`src/rtl/instr_fetch_if.sv`:
```
// Fetch-stage bus: PC handshake, program-memory read port and decoder handshake.
interface instr_fetch_if #(
    parameter int ADDR_W  = 5,
    parameter int INSTR_W = 8
);
    logic [ADDR_W-1:0]  pc_val;
    logic               pc_max;
    logic               pc_inc;
    logic [ADDR_W-1:0]  mem_addr;
    logic               mem_rd;
    logic [INSTR_W-1:0] mem_rdata;
    logic [INSTR_W-1:0] instr;
    logic               instr_valid;
    logic               instr_ready;

    modport master (
        input  pc_val, pc_max, mem_rdata, instr_ready,
        output pc_inc, mem_addr, mem_rd, instr, instr_valid
    );

    modport slave (
        output pc_val, pc_max, mem_rdata, instr_ready,
        input  pc_inc, mem_addr, mem_rd, instr, instr_valid
    );
endinterface

```
`src/rtl/instr_fetch.sv`:
```
// Instruction fetch stage: PC -> synchronous program memory -> held word for the decoder.
// Optional accepted-instruction counter enabled by macro IFETCH_STATS_EN.
module instr_fetch #(
    parameter int ADDR_W  = 5,
    parameter int INSTR_W = 8
) (
    input  logic                clk,
    input  logic                rst,
    input  logic                run,
    instr_fetch_if.master       bus,
    output logic                halt,
    output logic [7:0]          fetch_cnt
);

    typedef enum logic [2:0] {
        S_IDLE,
        S_REQ,
        S_WAIT,
        S_HOLD,
        S_HALT
    } state_t;

    state_t             state_q, state_d;
    logic [ADDR_W-1:0]  mem_addr_q, mem_addr_d;
    logic [INSTR_W-1:0] instr_q, instr_d;
    logic               rd_issue;
    logic               accept;

    always_comb begin
        state_d    = state_q;
        mem_addr_d = mem_addr_q;
        instr_d    = instr_q;
        rd_issue   = 1'b0;
        accept     = 1'b0;
        case (state_q)
            S_IDLE: begin
                if (bus.pc_max)   state_d = S_HALT;
                else if (run)     state_d = S_REQ;
            end
            S_REQ: begin
                // A wrapped PC must never reach memory: address 0 is not re-read.
                if (bus.pc_max) begin
                    state_d = S_HALT;
                end else begin
                    rd_issue   = 1'b1;
                    mem_addr_d = bus.pc_val;
                    state_d    = S_WAIT;
                end
            end
            S_WAIT: begin
                instr_d = bus.mem_rdata;
                state_d = S_HOLD;
            end
            S_HOLD: begin
                if (bus.instr_ready) begin
                    accept  = 1'b1;
                    state_d = run ? S_REQ : S_IDLE;
                end
            end
            S_HALT:  state_d = S_HALT;
            default: state_d = S_IDLE;
        endcase
        // Reset discards the held word, so its accept must not bump the PC.
        if (rst) accept = 1'b0;
    end

    always_ff @(posedge clk) begin
        if (rst) begin
            state_q    <= S_IDLE;
            mem_addr_q <= '0;
            instr_q    <= '0;
        end else begin
            state_q    <= state_d;
            mem_addr_q <= mem_addr_d;
            instr_q    <= instr_d;
        end
    end

    assign bus.mem_rd      = rd_issue;
    assign bus.mem_addr    = rd_issue ? bus.pc_val : mem_addr_q;
    assign bus.instr       = instr_q;
    assign bus.instr_valid = (state_q == S_HOLD);
    assign bus.pc_inc      = accept;
    // Flag the halt already in the REQ cycle that sees the wrapped PC.
    assign halt            = (state_q == S_HALT) || ((state_q == S_REQ) && bus.pc_max);

`ifdef IFETCH_STATS_EN
    logic [7:0] cnt_q, cnt_d;

    always_comb begin
        cnt_d = cnt_q;
        if (accept && (cnt_q != 8'hFF)) cnt_d = cnt_q + 8'd1;
    end

    always_ff @(posedge clk) begin
        if (rst) cnt_q <= '0;
        else     cnt_q <= cnt_d;
    end

    assign fetch_cnt = cnt_q;
`else
    assign fetch_cnt = '0;
`endif

endmodule

```
`src/flat_wrapper.sv`:
```
// flat-port wrapper written by rule: the top's interface ports become plain ports
module instr_fetch_flat 
#(
    parameter int ADDR_W  = 5,
    parameter int INSTR_W = 8
)
  (clk, rst, run, halt, fetch_cnt, bus_pc_val, bus_pc_max, bus_mem_rdata, bus_instr_ready, bus_pc_inc, bus_mem_addr, bus_mem_rd, bus_instr, bus_instr_valid);
  instr_fetch_if #(.ADDR_W(ADDR_W), .INSTR_W(INSTR_W)) bus_i ();
  input  logic clk;
  input  logic rst;
  input  logic run;
  output logic halt;
  output logic [7:0] fetch_cnt;
  input wire logic [$bits(bus_i.pc_val)-1:0] bus_pc_val;
  input wire logic [$bits(bus_i.pc_max)-1:0] bus_pc_max;
  input wire logic [$bits(bus_i.mem_rdata)-1:0] bus_mem_rdata;
  input wire logic [$bits(bus_i.instr_ready)-1:0] bus_instr_ready;
  output wire logic [$bits(bus_i.pc_inc)-1:0] bus_pc_inc;
  output wire logic [$bits(bus_i.mem_addr)-1:0] bus_mem_addr;
  output wire logic [$bits(bus_i.mem_rd)-1:0] bus_mem_rd;
  output wire logic [$bits(bus_i.instr)-1:0] bus_instr;
  output wire logic [$bits(bus_i.instr_valid)-1:0] bus_instr_valid;
  assign bus_i.pc_val = bus_pc_val;
  assign bus_i.pc_max = bus_pc_max;
  assign bus_i.mem_rdata = bus_mem_rdata;
  assign bus_i.instr_ready = bus_instr_ready;
  assign bus_pc_inc = bus_i.pc_inc;
  assign bus_mem_addr = bus_i.mem_addr;
  assign bus_mem_rd = bus_i.mem_rd;
  assign bus_instr = bus_i.instr;
  assign bus_instr_valid = bus_i.instr_valid;
  instr_fetch #(.ADDR_W(ADDR_W), .INSTR_W(INSTR_W)) u_core (.clk(clk), .rst(rst), .run(run), .bus(bus_i), .halt(halt), .fetch_cnt(fetch_cnt));
endmodule
```
`config.mk`:
```
export PLATFORM = sky130hd
export DESIGN_NAME = instr_fetch_flat
export DESIGN_NICKNAME = d
export VERILOG_FILES = /design/src/rtl/instr_fetch_if.sv /design/src/rtl/instr_fetch.sv /design/src/flat_wrapper.sv
export SDC_FILE = /design/constraint.sdc
export NUM_CORES = 1
export LEC_CHECK = 0
export ABC_AREA = 1
export CORE_MARGIN = 1
export CORE_UTILIZATION = 37
export DETAILED_ROUTE_END_ITERATION = 6
export PLACE_DENSITY = 0.77
export REMOVE_ABC_BUFFERS = 1
export SKIP_LAST_GASP = 1
export SYNTH_ARGS = -nofsm -noshare
export SYNTH_HDL_FRONTEND = slang
export SYNTH_SLANG_ARGS = --single-unit
```
`constraint.sdc`:
```
create_clock -name clk -period 1.34 [get_ports clk]
set_input_delay 0.134 -clock clk [delete_from_list [all_inputs] [get_ports clk]]
set_output_delay 0.134 -clock clk [all_outputs]
set_load 0.05 [all_outputs]
```
==> results of run 1 <==
-- worst reg2reg max path, stage by stage (launching register included) --
cell and delay [ns]:
dfxtp_2 0.34, buf_4 0.14, nor2_2 0.18, nand2_2 0.19, inv_4 0.14, nor2_1 0.05, nor2_1 0.10
-- power groups by stage --
stage	sequential [mW]	combinational, mW	clock (mW)
5_1_grt	0.538	0.666	0.276
2_1_floorplan	0.575	0.261	0
4_1_cts	0.534	0.607	0.257
3_5_place_dp	0.546	0.573	0
3_3_place_gp	0.542	0.555	0
6_report	0.535	0.628	0.250
-- metrics by stage --
step / setup slack (ns) / util
after global routing: -0.2738 / 0.7456
after floorplan: -0.05016 / -
after detailed placement: -0.07557 / 0.6806
after global placement: -0.05254 / 0.6806
after CTS: -0.1841 / 0.7197
final: -0.2037 / 0.7456
-- what timing repair did --
item | CTS | global route
cloned | 0 | 1
gates resized for setup | 15 | 3
setup endpoints to repair | 9 | 8
hold buffers | 0 | 0
buffers inserted | 1 | 2
-- synth_stat cells --
master | instances | area, sq um
conb_1 | 1 | 3.750
o21ai_2 | 5 | 43.79
nand3_2 | 1 | 10.01
o21ai_1 | 9 | 45.04
nand3_1 | 6 | 30.03
nand2_1 | 10 | 37.54
a21oi_1 | 1 | 5.000
clkbuf_1 | 1 | 3.750
inv_1 | 13 | 48.80
buf_6 | 1 | 11.26
clkinv_1 | 3 | 11.26
nor2_4 | 1 | 11.26
nor2_2 | 1 | 6.260
nor2_1 | 26 | 97.59
dfxtp_1 | 16 | 320.3
buf_4 | 8 | 60.06
inv_2 | 3 | 11.26
nand2_2 | 4 | 25.02
inv_4 | 1 | 6.260
-- registers in the layout, indices dropped and copies added, names as in the netlist --
signal	count
u_core.bus.instr	8
u_core.mem_addr_q	5
u_core.state_q	3
-- layout make-up --
cell class	instances	share of cell area
clock buffers	3	0.01524
inverters	20	0.05250
multi-input cells	72	0.2684
flip-flops and latches	16	0.2193
well taps	27	0.02286
repair buffers	45	0.4217
-- kinds of logic after synthesis --
logic type / share of synthesized area
other: 0.004757
and+or+nand+nor: 0.2762
buffers and inverters: 0.1937
DFF: 0.4064
AOI/OAI and AO/OA: 0.1190
-- per-layer routing --
layer / vias to the layer above / share of wire
met5: - / 0
met4: 0 / 0.018
met3: 4 / 0.025
met2: 19 / 0.59
met1: 362 / 0.37
li1: 414 / -
-- path summary, 6_finish.rpt --
path / endpoint / from / cells after the start
worst max-delay path: bus_mem_addr[1] / u_core.state_q[0] / 7
worst min-delay path: u_core.bus.instr[0] / bus_mem_rdata[0] / 3
worst min register to register: u_core.bus.instr[7] / u_core.bus.instr[7] / 2
worst max register to register: u_core.bus.instr[2] / u_core.state_q[0] / 6
==> impl.org, run 1 <==
** CTS
- Maximum buffer depth of the clock tree :: 2
- TritonCTS built the clock tree.
- TritonCTS sink count :: 16
- Number of CTS-inserted buffers :: 3
- Source-to-sink clock delay at the later pin of the worst-skew pair :: 0.28 ns
- The cell sitting at the root of the clock tree is a clkbuf_4.
- Number of H-tree branching levels :: 1
- After clock tree synthesis, the clock-pin slew on the worst setup and hold paths is about 0.090 ns.

** Pwr
- The analysis attributes to net switching a power of 0.5176 mW.
- Internal Power :: 0.8956 mW
- In this run the static leakage power is 0.6844 nW.
- Pwr Density :: 956.4 mW/mm^2
- Of the total power, the share spent switching nets is 0.3663.
- Peak ir drop on the vdd network :: 0.0006495 V
- Proportion of power drawn by flip-flops and latches :: 0.378
- Of the total power, the clock network draws 0.177.
- Gate power share :: 0.445
- After layout, the design draws a total of 1.413 mW.

** Floorplan
- Area of the die :: 0.002319 sq mm
- Measured along the y axis, the die boundary spans 48.16 um.
- For this configuration, the core starts out at a cell density of 0.3977.
- Std-Cell Rows :: 16
- During I/O placement, the number of pins put on the boundary was 43.
- The total area inside the core boundary comes to 0.001982 sq mm.
- The die is 48.16 um wide.

** Critical path
- Biggest cell delay along the critical path :: 0.35 ns
- Number of buffer and inverter stages on the critical path :: 4
- In this design, the largest share of critical-path delay is due to buffers and inverters.
- By startpoint and endpoint, the worst setup path is classified as reg2out.
- STA puts the critical path data required time at 1.21 ns.
- Data arrival time of the worst path :: 1.41 ns
- Among all stages on the critical path, the largest delay is contributed by dfxtp_2.
- The worst setup path is launched from a flip-flop.
- Type of element capturing the critical path :: output port
- CP Max Fanout :: 6
- Flop-to-flop setup slack :: 0.15 ns
- The signal on the critical path passes through inv_2, nor2_4, nand3_4, buf_12, o21ai_4, inv_2, buf_12.

** Drt
- The routed design has 2075 um of wire.
- Once detail routing completed, the nets flagged for antenna violations numbered 0.
- After detailed routing, the number of vias per cell comes to 4.366.
- Count of unresolved DRC violations after routing :: 0
- Violation count after the first detailed-routing iteration :: 15
- The first detailed-routing pass ran for 4 iterations.
- In the final routed layout, each cell accounts on average for 11.34 um.
- For this block, the via count after detailed routing is 799.

** Global route
- The number of antenna violations at the first check in global routing is 0.
- Wire length of the first global-routing pass :: 3125 um
- In the global route stage, met2 resource usage came out at 0.3813.
- The via count of the first global-routing pass was 729.
- Global routing finished with a remaining overflow of 0.
- Most Used Layer, Global Route :: met2
- For this run, global-route usage on met1 was measured as 0.2109.
- GR Layer Usage met3 :: 0.02593
- Global-route total usage across every layer :: 0.2021
- Pin count of the biggest net entering global routing :: 13

** Yosys
- After technology mapping, the gate count stands at 111.
- Flip-flop and latch count after synthesis :: 16
- Synthesis warning total :: 0
- Number of unique standard cell types used by synthesis :: 19
- Dividing the synthesized area by the synthesized cell count gives 7.101 sq um.
- In this run the cell area of the synthesized design comes to 788.3 sq um.
- Of the synthesized area, sequential elements account for 0.4063.

** STA
- Unrepaired setup endpoints after global routing :: true
- Derived from the worst setup path, the maximum achievable clock frequency is 647.8 MHz.
- Setup Skew :: 0.0008352 ns
- After routing, the total negative slack on setup checks comes to -1.229 ns.
- The smallest clock period supported by the final layout is computed as 1.544 ns.
- The total count of hold-check failures in the final report is 0.
- In the post-route analysis, the smallest setup slack over all paths is -0.2037 ns.
- Max-slew violation count :: 0
- Worst-case hold slack :: 0.4475 ns
- Setup violations remaining at the end of the flow were counted as 9.
- Dividing the final minimum period by the clock period gives 1.152.

** Layout
- Sequential cell area in the final layout :: 324.1 sq um
- 0 antenna diodes ended up in the layout.
- Summing all multi-input logic gate instances after layout gives 396.6 sq um.
- At the end of the flow, the number of nets in the layout was approximately 180.
- Cell area after layout :: 0.001478 sq mm
- The area growth from synthesis to layout is 87.46%.
- After filler insertion, the fill cell instance count of the layout stands at roughly 160.
- Most common cell after layout, fill and taps aside :: nor2_1
- Highest-count cells in the layout ignoring fill and taps :: nor2_1, buf_12, clkdlybuf4s50_1
- Ratio of cells with drive above 1 in the final layout :: 0.3782
- Filler-free cell count of the finished design :: 183

** Run status
- The run finished, with violations left.
- Violated checks :: setup timing

** Job
- Max-cap viol count :: 0

** Place
- Once detailed placement completed, the half-perimeter wirelength came to 1631 um.
- Once placement finished, the instance area stood at 0.001349 sq mm.
- Routability-driven placement finished with a final weighted congestion of approximately 0.78.
- After detailed placement, the design holds a cell count of 176.
- Count of input and output buffers :: 34

** Worst hold path
- The min-delay analysis places its worst path in the category in2reg.
Power figures use the tool's default switching activity.
==> inputs of run 2 (changes only) <==
--- a/config.mk
+++ b/config.mk
@@ -10,8 +10,8 @@
 export CORE_UTILIZATION = 37
 export DETAILED_ROUTE_END_ITERATION = 6
 export PLACE_DENSITY = 0.77
-export REMOVE_ABC_BUFFERS = 1
 export SKIP_LAST_GASP = 1
+export SLEW_MARGIN = 5
 export SYNTH_ARGS = -nofsm -noshare
 export SYNTH_HDL_FRONTEND = slang
 export SYNTH_SLANG_ARGS = --single-unit
==> run 2 against run 1 <==
  * The run still ends with setup timing left
  * Clock power increased by 28%
  * Core utilization grew 2.3 points
  * Power up 7.3%
  * Critical path depth is 1 lower
  * Clock skew is 0.0020 ns higher
  * Combinational power increased by 5.6%
  * Design area up 3.0%
  * Die area is the same
  * Register-to-register slack got worse by 0.09 ns
  * Sequential cell count is the same
  * Critical endpoint is now bus_mem_addr[2]
  * Largest cell class unchanged
  * Largest power group unchanged
  * Highest routed layer unchanged
==> impl.org, run 2 (synthesis results as in run 1) <==
** Pwr
- The highest ir drop seen on vdd came to 0.0007177 V (+11%).
- Static leakage :: 0.7100 nW (+3.7%)
- Clock power share :: 0.211 (+0.034)
- Switching power share of the total :: 0.3618 (-0.004466)
- Pwr Density :: 995.8 mW/mm^2 (+4.1%)
- Internal Power :: 0.9677 mW (+8.0%)
- The sequential share of power is 0.352 (-0.026).
- The net switching power came to 0.5486 mW (+6.0%).
- The portion of total power attributed to combinational logic was 0.438 (-0.007).

** Run status
- Result of the run :: complete, but fails checks
- The checks that failed: setup timing.

** STA
- The final critical delay including setup and external delays came to 1.567 ns (+0.02347 ns).
- Final cycle utilization of the critical path :: 1.170 (+0.01752)
- The final count of pins violating max slew came to 0 (unchanged).
- Unrepaired setup endpoints after global routing :: true
- Final hold vios :: 0 (unchanged)
- Total of endpoints with negative setup slack in the final report :: 9 (unchanged)
- Setup Skew :: 0.002874 ns (+0.002039 ns)
- The sum of negative setup slack was -1.607 ns (-0.3784 ns).
- Setup ws final :: -0.2272 ns (-0.02347 ns)
- Upper clock frequency limit :: 638.1 MHz (-1.5%)

** Worst hold path
- The startpoint identified for the worst hold timing path is bus_mem_rdata[5].
- The min-delay analysis places its worst path in the category in2reg.
- The depth of the worst hold-timing path was 3 (unchanged).
- Hold worst-path end :: u_core.bus.instr[5]

** Layout
- Net total in the final layout :: 183 (+4.0%)
- Sequential cell area in the final layout :: 321.6 sq um (-0.77%)
- Flip-flop count of the largest register after layout :: 8 (unchanged)
- Area delta synth->final :: 93.17%
- The top cell types in the final layout, fill and taps aside, are nor2_1, clkdlybuf4s50_1, buf_12.
- The number of filler instances in the final layout was 137 (-14%).
- Most common cell after layout, fill and taps aside :: nor2_1
- ANT cells :: 0 (unchanged)
- The area taken by multi-input logic gates is 409.1 sq um (+3.2%).
- Ratio of cells with drive above 1 in the final layout :: 0.4024 (+0.02423)

** Job
- The total of max-cap violations was 0 (unchanged).

** Drt
- The total iterations of the first detailed-routing run was 4 (unchanged).
- Routed WL per cell :: 13.32 um (+17%)
- Detail-routed via count per cell :: 4.639 (+6.2%)
- Number of nets still failing antenna checks after routing :: 0 (unchanged)
- Violation count after the first detailed-routing iteration :: 13 (-2)
- The DRC violation count after routing was 0 (unchanged).
- Routed WL :: 2544 um (+23%)
- Vias post-DR :: 886 (+11%)

** Critical path
- The length in cells of the worst reg-to-reg path came to 7 (+1).
- The reg-to-reg setup timing slack came to 0.06 ns (-0.09 ns).
- Startpoint of the most critical setup path :: u_core.state_q[0]
- Type of element capturing the critical path :: output port
- Crit path launch type :: flip-flop
- The setup path with the least slack is of type reg2out.
- The required arrival time at the worst endpoint is 1.21 ns (about the same).
- Reg2Reg Capture Point :: u_core.mem_addr_q[3]
- In this run the critical register-to-register path is launched from u_core.state_q[0].
- CP Max Fanout :: 6 (unchanged)
- The critical path data arrival time is 1.43 ns (+0.02 ns).

** Place
- Pre-CTS setup slack :: -0.2665 ns (-0.1909 ns)
- The detailed placement HPWL was 1678 um (+2.9%).
- Weighted congestion reported at the end of routability-driven placement :: 0.6913 (-11%)
- Count of input and output buffers :: 34 (unchanged)

** CTS
- TritonCTS sink count :: 16 (unchanged)
- The buffer depth of the longest clock path was 2 (unchanged).
- The deepest level of the CTS H-tree was 1 (unchanged).
- Clock tree root buffer cell :: clkbuf_4
- Source-to-sink clock delay at the later pin of the worst-skew pair :: 0.28 ns (about the same)
- The clock buffer count from CTS was 3 (unchanged).
- Worst-path clk slew :: 0.10 ns (about the same)
- Hold buffers post-CTS :: 0 (unchanged)
- TritonCTS built the clock tree.

** Floorplan
- The number of rows in the core area is 16 (unchanged).
- The width of the die is 48.16 um (unchanged).
- The vertical extent of the die was 48.16 um (unchanged).
- Ports :: 43 (unchanged)
- Starting density of the core :: 0.3977 (unchanged)
- The die outline area was 0.002319 sq mm (unchanged).
- Area inside the core boundary :: 0.001982 sq mm (unchanged)

** Global route
- The total global routing track utilization came to 0.2406 (+0.03847).
- Wire length of the first global-routing pass :: 3643 um (+17%)
- Number of antenna violations at the first check in global routing :: 0 (unchanged)
- The aggregate global routing overflow was 0 (unchanged).
- Via count of the first global-routing pass :: 805 (+10%)
- Pin count of the biggest net entering global routing :: 11 (-2)
## run 2: timing repair
item,CTS,global route
gates cloned,1,0
gates resized for setup,11,8
pin swaps,7,6
endpoints found under the hold margin,0,0
buffers inserted,7,0
endpoints found under the setup margin,11,17
## run 2: cell type report
type | instances | area share
clock buffer | 4 | 0.02383
inverter | 20 | 0.05259
multi-input combinational | 73 | 0.2687
sequential | 16 | 0.2112
tap | 27 | 0.02219
timing repair buffer | 51 | 0.4215
## run 2: worst max-delay path by stage
| stage | end | slack, ns | depth (start not counted) |
|---|---|---|---|
| finish | bus_mem_addr[2] | -0.23 | 6 |
| floorplan | bus_mem_addr[1] | 0.05 | 7 |
| global placement | bus_mem_addr[0] | -0.18 | 6 |
| global route | bus_mem_addr[3] | -0.28 | 6 |
| CTS | bus_mem_addr[4] | -0.23 | 6 |
| detailed placement | bus_mem_addr[3] | -0.27 | 6 |
## run 2: worst max-delay path, cell delays in order, from the launching register on
cell and delay (ns):
dfxtp_2 0.35, inv_2 0.05, nor2_4 0.16, nand3_4 0.18
o21ai_4 0.20, inv_2 0.06, buf_12 0.14
## run 2: power groups by stage
stage               Sequential [mW]  Combinational [mW]  Clock, mW
finish                        0.534               0.663      0.319
detailed placement            0.541               0.587          0
floorplan                     0.575               0.284          0
global route                  0.536               0.697      0.341
CTS                           0.531               0.637      0.318
global placement              0.539               0.567          0
## run 2: layer usage
layer  up-vias  global-route usage  wire [um]
li1        430                   -          -
met1       421              0.2455        962
met2        31              0.4640       1448
met3         4             0.04074         86
met4         0              0.1167         46
met5         -                   0          0
## run 2: stage by stage
step / instance area, sq um / cells / utilization / hold WS, ns / total power, mW
6_report: 1523 / 191 / 0.7683 / 0.4382 / 1.516
3_3_place_gp: 1361 / 179 / 0.6869 / 0.5090 / 1.106
4_1_cts: 1493 / 191 / 0.7532 / 0.4357 / 1.486
3_5_place_dp: 1361 / 179 / 0.6869 / 0.5202 / 1.128
2_1_floorplan: 817.0 / 118 / - / 0.2064 / 0.8598
5_1_grt: 1523 / 191 / 0.7683 / 0.4635 / 1.574
